$ cat config.mk
export PLATFORM = sky130hd
export DESIGN_NAME = priority_encoder_seq
export DESIGN_NICKNAME = d
export VERILOG_FILES = /design/src/rtl/priority_encoder_pkg.sv /design/src/rtl/priority_encoder_seq_slice_prio.sv /design/src/rtl/priority_encoder_seq.sv
export SDC_FILE = /design/constraint.sdc
export NUM_CORES = 1
export LEC_CHECK = 0
export BUFFER_PORTS_ARGS = -buffer_cell sky130_fd_sc_hd__buf_2
export CAP_MARGIN = 40
export CORE_UTILIZATION = 25
export CTS_BUF_LIST = sky130_fd_sc_hd__clkbuf_16
export CTS_CLUSTER_DIAMETER = 80
export DETAILED_ROUTE_END_ITERATION = 10
export GPL_TIMING_DRIVEN = 1
export PLACE_DENSITY_LB_ADDON = 0.3
export SLEW_MARGIN = 20
export SYNTH_ARGS = -nofsm -noshare
export SYNTH_HDL_FRONTEND = slang
export SYNTH_SLANG_ARGS = --single-unit
$ cat constraint.sdc
create_clock -name clk_i -period 2.1 [get_ports clk_i]
set_clock_uncertainty 0.2 [all_clocks]
set_input_delay 0.21 -clock clk_i [delete_from_list [all_inputs] [get_ports clk_i]]
set_output_delay 0.21 -clock clk_i [all_outputs]
set_load 0.05 [all_outputs]
$ cat src/rtl/priority_encoder_pkg.sv
// Shared types and helpers for the priority encoder family.
package priority_encoder_pkg;

   typedef enum logic [1:0] {
      IDLE,
      SCAN,
      DONE
   } pe_state_t;

   // Width of a field addressing n items, never narrower than one bit.
   function automatic int unsigned pos_w(input int unsigned n);
      return (n > 1) ? $clog2(n) : 1;
   endfunction

endpackage

$ cat src/rtl/priority_encoder_seq_slice_prio.sv
// Combinational highest/lowest set-bit finder for one SLICE-bit slice.
module slice_prio
   import priority_encoder_pkg::*;
#(
   parameter  int unsigned SLICE = 4,
   localparam int unsigned PW    = pos_w(SLICE)
) (
   input  logic [SLICE-1:0] slice_i,
   output logic             any_o,
   output logic [PW-1:0]    hi_pos_o,
   output logic [PW-1:0]    lo_pos_o
);

   always_comb begin
      any_o    = |slice_i;
      hi_pos_o = '0;
      lo_pos_o = '0;
      // Ascending sweep for hi and descending for lo: the last hit wins in each.
      for (int unsigned i = 0; i < SLICE; i++) begin
         if (slice_i[i])
            hi_pos_o = PW'(i);
         if (slice_i[SLICE-1-i])
            lo_pos_o = PW'(SLICE-1-i);
      end
   end

endmodule

$ cat src/rtl/priority_encoder_seq.sv
// Multi-cycle leftmost/rightmost set-bit encoder scanning one slice per clock.
module priority_encoder_seq
   import priority_encoder_pkg::*;
#(
   parameter  int unsigned WIDTH = 16,
   parameter  int unsigned SLICE = 4,
   localparam int unsigned IDX_W = $clog2(WIDTH)
) (
   input  logic             clk_i,
   input  logic             srst_i,
   input  logic [WIDTH-1:0] data_i,
   input  logic             data_val_i,
   output logic             ready_o,
   output logic [WIDTH-1:0] data_left_o,
   output logic [WIDTH-1:0] data_right_o,
   output logic [IDX_W-1:0] left_idx_o,
   output logic [IDX_W-1:0] right_idx_o,
   output logic             zero_o,
   output logic             data_val_o
);

   localparam int unsigned NUM_SLICES = WIDTH / SLICE;
   localparam int unsigned K_W        = pos_w(NUM_SLICES);
   localparam int unsigned PW         = pos_w(SLICE);
   localparam logic [K_W-1:0] LAST_K  = K_W'(NUM_SLICES - 1);

   if (SLICE == 0 || (WIDTH % SLICE) != 0) begin : g_bad_cfg
      $error("priority_encoder_seq: WIDTH must be a non-zero multiple of SLICE");
   end

   pe_state_t        state_q, state_d;
   logic [K_W-1:0]   k_q, k_d;
   logic [WIDTH-1:0] word_q, word_d;
   logic             found_q, found_d;
   logic [IDX_W-1:0] lidx_q, lidx_d;
   logic [IDX_W-1:0] ridx_q, ridx_d;

   logic             ready_q, ready_d;
   logic             val_q, val_d;
   logic [WIDTH-1:0] left_q, left_d;
   logic [WIDTH-1:0] right_q, right_d;
   logic [IDX_W-1:0] lidx_o_q, lidx_o_d;
   logic [IDX_W-1:0] ridx_o_q, ridx_o_d;
   logic             zero_q, zero_d;

   logic [SLICE-1:0] slice_sel;
   logic             slice_any;
   logic [PW-1:0]    slice_hi, slice_lo;
   logic [IDX_W-1:0] slice_base;
   logic             accept;

   assign slice_sel  = word_q[32'(k_q) * SLICE +: SLICE];
   assign slice_base = IDX_W'(32'(k_q) * SLICE);
   // ready_q is only ever set for IDLE and DONE, so it alone qualifies acceptance.
   assign accept     = data_val_i && ready_q;

   slice_prio #(.SLICE(SLICE)) u_slice (
      .slice_i  (slice_sel),
      .any_o    (slice_any),
      .hi_pos_o (slice_hi),
      .lo_pos_o (slice_lo)
   );

   always_ff @(posedge clk_i) begin
      if (srst_i)
         state_q <= IDLE;
      else
         state_q <= state_d;
   end

   always_comb begin
      state_d = state_q;
      case (state_q)
         IDLE:    if (accept) state_d = SCAN;
         SCAN:    if (k_q == LAST_K) state_d = DONE;
         DONE:    state_d = accept ? SCAN : IDLE;
         default: state_d = IDLE;
      endcase
   end

   always_comb begin
      k_d      = k_q;
      word_d   = word_q;
      found_d  = found_q;
      lidx_d   = lidx_q;
      ridx_d   = ridx_q;
      ready_d  = (state_d != SCAN);
      val_d    = (state_q == DONE);
      left_d   = left_q;
      right_d  = right_q;
      lidx_o_d = lidx_o_q;
      ridx_o_d = ridx_o_q;
      zero_d   = zero_q;

      if (state_q == SCAN) begin
         k_d = (k_q == LAST_K) ? '0 : k_q + K_W'(1);
         if (slice_any) begin
            lidx_d  = slice_base + IDX_W'(slice_hi);
            found_d = 1'b1;
            if (!found_q)
               ridx_d = slice_base + IDX_W'(slice_lo);
         end
      end

      if (state_q == DONE) begin
         left_d   = found_q ? (WIDTH'(1) << lidx_q) : '0;
         right_d  = found_q ? (WIDTH'(1) << ridx_q) : '0;
         lidx_o_d = lidx_q;
         ridx_o_d = ridx_q;
         zero_d   = !found_q;
      end

      if (accept) begin
         word_d  = data_i;
         k_d     = '0;
         found_d = 1'b0;
         lidx_d  = '0;
         ridx_d  = '0;
      end
   end

   always_ff @(posedge clk_i) begin
      if (srst_i) begin
         k_q      <= '0;
         word_q   <= '0;
         found_q  <= 1'b0;
         lidx_q   <= '0;
         ridx_q   <= '0;
         ready_q  <= 1'b1;
         val_q    <= 1'b0;
         left_q   <= '0;
         right_q  <= '0;
         lidx_o_q <= '0;
         ridx_o_q <= '0;
         zero_q   <= 1'b0;
      end else begin
         k_q      <= k_d;
         word_q   <= word_d;
         found_q  <= found_d;
         lidx_q   <= lidx_d;
         ridx_q   <= ridx_d;
         ready_q  <= ready_d;
         val_q    <= val_d;
         left_q   <= left_d;
         right_q  <= right_d;
         lidx_o_q <= lidx_o_d;
         ridx_o_q <= ridx_o_d;
         zero_q   <= zero_d;
      end
   end

   assign ready_o      = ready_q;
   assign data_val_o   = val_q;
   assign data_left_o  = left_q;
   assign data_right_o = right_q;
   assign left_idx_o   = lidx_o_q;
   assign right_idx_o  = ridx_o_q;
   assign zero_o       = zero_q;

endmodule

==> run metrics, run 1 <==
Post-synth EDFFs=0; area added between synthesis and finish=35.5%; Comb pwr share=0.069; Die Span X=106 µm; endpoints failing setup=0; non-filler cells, final=518; reg2reg path depth=4; Port Buffers=61; Total GRT Usage=0.127; register area share after synthesis=0.533; Starting Density=0.260; M1 GR Usage=0.160; worst rel slew slack=0.664; Setup crit start kind=flip-flop; crit path kind=flip-flop to flip-flop; synthesized flop and latch total=72; sequential power share=0.455; grt peak-use layer=met2; layout cell share with drive strength beyond 1=0.257; pwr/cell area=855 nW/µm²; endpoints failing hold=0; Hold Path Sink=data_right_o[3]; Net Switching=721 µW; overall power=3.14 mW; Post-Route WL=6620 µm; diode count=0; Synth area leaders=dfxtp_1 (53%), nand2_1 (7.2%), a22oi_1 (6.7%); fraction of registers with async set/reset=0; CP delay by family, top=multiplexers; die area=11200 µm²; Setup crit end kind=flip-flop; drt pass-1 iters=5; Nets=397; area leader, netlist=dfxtp_1; H-tree level count=3; CTS tree=yes; hold path cells=3; count leader, synth=dfxtp_1; Worst-path clk slew=0.06 ns; switching share of power=0.230; Worst VDD drop=0.353 mV; reg2reg end=lidx_q[2]; post-synth cell types=30; Peak Freq=487 MHz; dpl cells=485; largest net degree at the start of global routing=61; Clk pwr share=0.476; # rows=37; core area=10400 µm²; unrepaired setup endpoints after global routing=yes; register area=1450 µm²; Slowest-stage cell, CP=mux4_2; CTS sink cnt=72; first-pass GRT wire length=11000 µm; RR Startpoint=k_q[0]; final period utilization=0.977; top cell type's share of synthesized area=0.533; Arr. time, crit path=2.05 ns; # IOs=62; synthesized area per cell=9.05 µm²; Final Util=0.352; met3 Track Usage GR=0.0307; Die H=106 µm; Detail Route Antenna Nets=0; Vias=2373; vias per cell=4.58; CP max stage delay=0.57 ns; GPL Wtd Cong=0.729; CP Max Fanout=5; clock latency on the worst-skew pair=0.33 ns; cts bufs inserted=9; Fillers=1098; Post-synth top flop=dfxtp_1; r2r setup slk=0.05 ns; total gr overflow=0; min-delay src=srst_i; Synth warnings=0; hold crit path type=input port to flip-flop; WL per Instance=12.8 µm; Max Cap Violations=0; worst-margin pin slew=0.500 ns; Min Clock Period, post-route=2.05 ns; Mapped Cells=299; Pins Over Slew Limit=0; P_int=2.41 mW; vias in the first global route=2259; Data required, critical path=2.10 ns; leakage=1.51 nW; HPWL Detailed=4660 µm; clock root cell=clkbuf_16; Mapped Nets=319; initial antenna violation count=0; post-synth design cell area=2710 µm²; CTS Buffer Depth=2; DRC errors left=0; worst path bufs/invs=0; GRT met2 Usage=0.198; final hold slack=0.143 ns; status=finished clean; synth cell count leaders=dfxtp_1 (72), nand2_1 (52), nor2_1 (47), a21oi_1 (28), a22oi_1 (24); First DRT Iteration DRCs=68; crit-path cells=mux4_2 > o41a_1 > mux2i_1 > nor2_1; area taken by multi-input logic gates=1160 µm²
cells by family (layout without fill, tap and decap cells):
kind of cell	after synthesis	count (layout)	synth area share
flip-flops	72	72	0.533
adder cells (fa/ha/maj)	1	1	0.00462
AND/OR/NAND/NOR	125	125	0.201
AO/OA/AOI/OAI	68	68	0.176
buffers and inverters	25	108	0.0379
multiplexers	8	8	0.0481
worst reg2reg max path, delay by kind of cell (launching register included):
| kind | cells | cell delay (ns) |
|---|---|---|
| multiplexers | 2 | 0.76 |
| AO/OA/AOI/OAI | 1 | 0.54 |
| flip-flops | 1 | 0.39 |
| AND/OR/NAND/NOR | 1 | 0.05 |
power by group through the flow:
stage               Clock (mW)  Combinational, mW  Sequential, mW
floorplan                    0              0.141            1.45
global placement             0              0.190            1.46
detailed placement           0              0.194            1.46
CTS                       1.52              0.219            1.43
global route              1.61              0.240            1.43
finish                    1.49              0.218            1.43
sequential cells by signal, summed over array words and instances (netlist names), 4 cells and up:
register,count
data_left_o,16
data_right_o,16
word_q,16
left_idx_o,4
lidx_q,4
ridx_q,4
right_idx_o,4
worst max path at each step:
stage | cells past startpoint | end | slack [ns] | from
final | 4 | lidx_q[2] | 0.05 | k_q[0]
after global routing | 4 | ridx_q[2] | -0.04 | k_q[0]
after CTS | 4 | lidx_q[2] | 0.01 | k_q[0]
after detailed placement | 4 | lidx_q[3] | -0.1 | k_q[0]
after global placement | 4 | lidx_q[2] | -0.06 | k_q[0]
after floorplan | 5 | lidx_q[2] | 0.02 | k_q[0]
layer usage:
layer  vias to the layer above  routed length [µm]
li1                       1191                   -
met1                      1116                3060
met2                        57                3160
met3                         9                 282
met4                         0                 124
met5                         -                   0
final cells by class:
type                            count  share of cell area
Inverter                            3             0.00307
Multi-Input combinational cell    202               0.317
Sequential cell                    72               0.394
Clock buffer                        9              0.0614
Tap cell                          136              0.0464
Clock inverter                      7              0.0195
Timing Repair Buffer               89               0.158
cells in the final DEF, fill, tap and decap left out, types with 2 or more instances in the layout:
master / count
clkbuf_16: 9
nand2_1: 52
nor2b_1: 6
dfxtp_1: 71
buf_2: 61
nor3_1: 5
a21oi_1: 28
mux2i_1: 4
nand2b_1: 3
clkinvlp_4: 2
o21ai_0: 2
buf_12: 2
nor2_1: 47
mux4_2: 4
buf_4: 10
and4_1: 2
nor3b_1: 6
inv_1: 3
a32oi_1: 8
dlygate4sd3_1: 16
a22oi_1: 24
through the flow:
step	instance area (µm²)	setup slack, ns	TNS, ns
after global routing	3670	-0.0413	-0.0636
final	3670	0.0479	0
after floorplan	2710	0.0246	0
after detailed placement	3200	-0.0990	-0.412
after CTS	3660	0.0138	0
after global placement	3200	-0.0617	-0.164
what timing repair did:
item / in CTS / in global routing
hold buffers: 16 / 0
resized for setup: 1 / 1
endpoints found under the setup margin: 6 / 5
pin swaps: 1 / 0
endpoints found under the hold margin: 16 / 0
buffers inserted: 1 / 0
No activity file was read; power rests on OpenSTA's default activity.
==> run 2, diff against run 1 <==
--- a/config.mk
+++ b/config.mk
@@ -7,6 +7,7 @@
 export LEC_CHECK = 0
 export BUFFER_PORTS_ARGS = -buffer_cell sky130_fd_sc_hd__buf_2
 export CAP_MARGIN = 40
+export CORE_MARGIN = 5
 export CORE_UTILIZATION = 25
 export CTS_BUF_LIST = sky130_fd_sc_hd__clkbuf_16
 export CTS_CLUSTER_DIAMETER = 80
==> run metrics, run 2 (same netlist as run 1, synthesis figures left out) <==
status=finished clean; worst rel slew slack=0.662; final period utilization=0.975; # IOs=62; area added between synthesis and finish=34.0%; most common library cell in the layout ignoring fill and taps=dfxtp_1; initial antenna violation count=0; DRC errors left=0; Detail Route Antenna Nets=0; CTS Buffer Depth=2; die area=13000 µm²; diode count=0; first-pass GRT wire length=11400 µm; CTS sink cnt=72; # rows=38; First DRT Iteration DRCs=101; vias per cell=4.48; Port Buffers=61; Setup crit end kind=flip-flop; leakage=1.51 nW; reg2reg end=lidx_q[2]; Arr. time, crit path=2.04 ns; met3 WL post-DR=336 µm; unrepaired setup endpoints after global routing=yes; H-tree level count=3; crit path kind=flip-flop to flip-flop; met2 WL post-DR=3320 µm; Met1 Routed Length=3130 µm; WL per Instance=13.1 µm; register area=1450 µm²; cts bufs inserted=9; Starting Density=0.252; Max Cap Violations=0; worst-margin pin slew=0.507 ns; Die Span X=114 µm; CTS tree=yes; core area=10700 µm²; Data required, critical path=2.10 ns; vias in the first global route=2332; final hold slack=0.130 ns; Peak Freq=488 MHz; area taken by multi-input logic gates=1160 µm²; RR Startpoint=k_q[0]; layout cell share with drive strength beyond 1=0.249; Worst VDD drop=0.402 mV; post-route design area=3630 µm²; setup bufs post-CTS=0; Setup crit start kind=flip-flop; Nets=401; Max Used Layer=met4; Pins Over Slew Limit=0; Die H=114 µm; Placed Area=3220 µm²; r2r setup slk=0.05 ns; commonest cells after routing, fill and taps aside=dfxtp_1 (71), buf_2 (61), nand2_1 (52); Worst-path clk slew=0.05 ns; overall power=2.92 mW; drt pass-1 iters=4; pwr/cell area=805 nW/µm²; reg2reg path depth=4; Total GRT Usage=0.110; crit path to=lidx_q[2]; Fillers=1143; GPL Wtd Cong=0.782; Post-Route WL=6870 µm; HPWL Detailed=4990 µm; Min Clock Period, post-route=2.05 ns; hold crit path type=input port to flip-flop; total gr overflow=0; CP startpoint=k_q[0]; largest net degree at the start of global routing=43; Vias=2352; clock root cell=clkbuf_16; CP Max Fanout=5; endpoints failing hold=0; clock latency on the worst-skew pair=0.32 ns; endpoints failing setup=0
run 2: cell count changes in the layout (fill, tap and decap cells not counted):
cell / delta
bufinv_16: -1
clkinv_2: -1
clkinv_1: +1
clkinvlp_4: -2
buf_4: +6
inv_1: +4
clkinv_4: -1
buf_12: -2
inv_6: -1
run 2: worst min path at each step:
stage / start / to / slack [ns] / cells past startpoint
final: srst_i / right_idx_o[2] / 0.13 / 3
after global routing: srst_i / left_idx_o[2] / 0.15 / 3
after CTS: srst_i / right_idx_o[2] / 0.11 / 3
after detailed placement: word_q[9] / word_q[9] / 0.25 / 2
after global placement: word_q[9] / word_q[9] / 0.25 / 2
after floorplan: data_i[0] / word_q[0] / 0.15 / 2
run 2: layout make-up:
class / count / area share
sequential: 72 / 0.398
clock buffer: 9 / 0.0621
multi-input combinational: 202 / 0.320
clock inverter: 6 / 0.00621
timing repair buffer: 93 / 0.161
inverter: 3 / 0.00310
tap: 140 / 0.0483
run 2: layer usage:
layer  up-vias  GRT usage
li1       1204          -
met1      1091      0.135
met2        48      0.181
met3         9     0.0318
met4         0     0.0459
met5         -          0
run 2: metrics by stage:
step | util | setup WS [ns] | std cells | TNS [ns]
final | 0.338 | 0.0529 | 525 | 0
after global routing | 0.338 | -0.0301 | 525 | -0.0649
after CTS | 0.337 | 0.0136 | 525 | 0
after detailed placement | 0.299 | -0.0688 | 494 | -0.257
after global placement | 0.299 | -0.0306 | 494 | -0.0586
after floorplan | - | 0.0246 | 299 | 0
run 2: timing repair:
| action | CTS | global route |
|---|---|---|
| hold endpoints to repair | 16 | 0 |
| hold buffers | 16 | 0 |
| resized for setup | 1 | 1 |
| endpoints found under the setup margin | 6 | 6 |
run 2: report_power, final:
part / internal [mW] / switching (mW) / total [mW]
Combinational: 0.103 / 0.117 / 0.221
Sequential: 1.40 / 0.0275 / 1.42
Clock: 0.766 / 0.509 / 1.27
run 2: worst max-delay path, cell delays in order (launching register included):
cell and delay [ns]:
dfxtp_4 0.38, mux4_2 0.57, o41a_1 0.55, mux2i_1 0.18, nor2_1 0.05
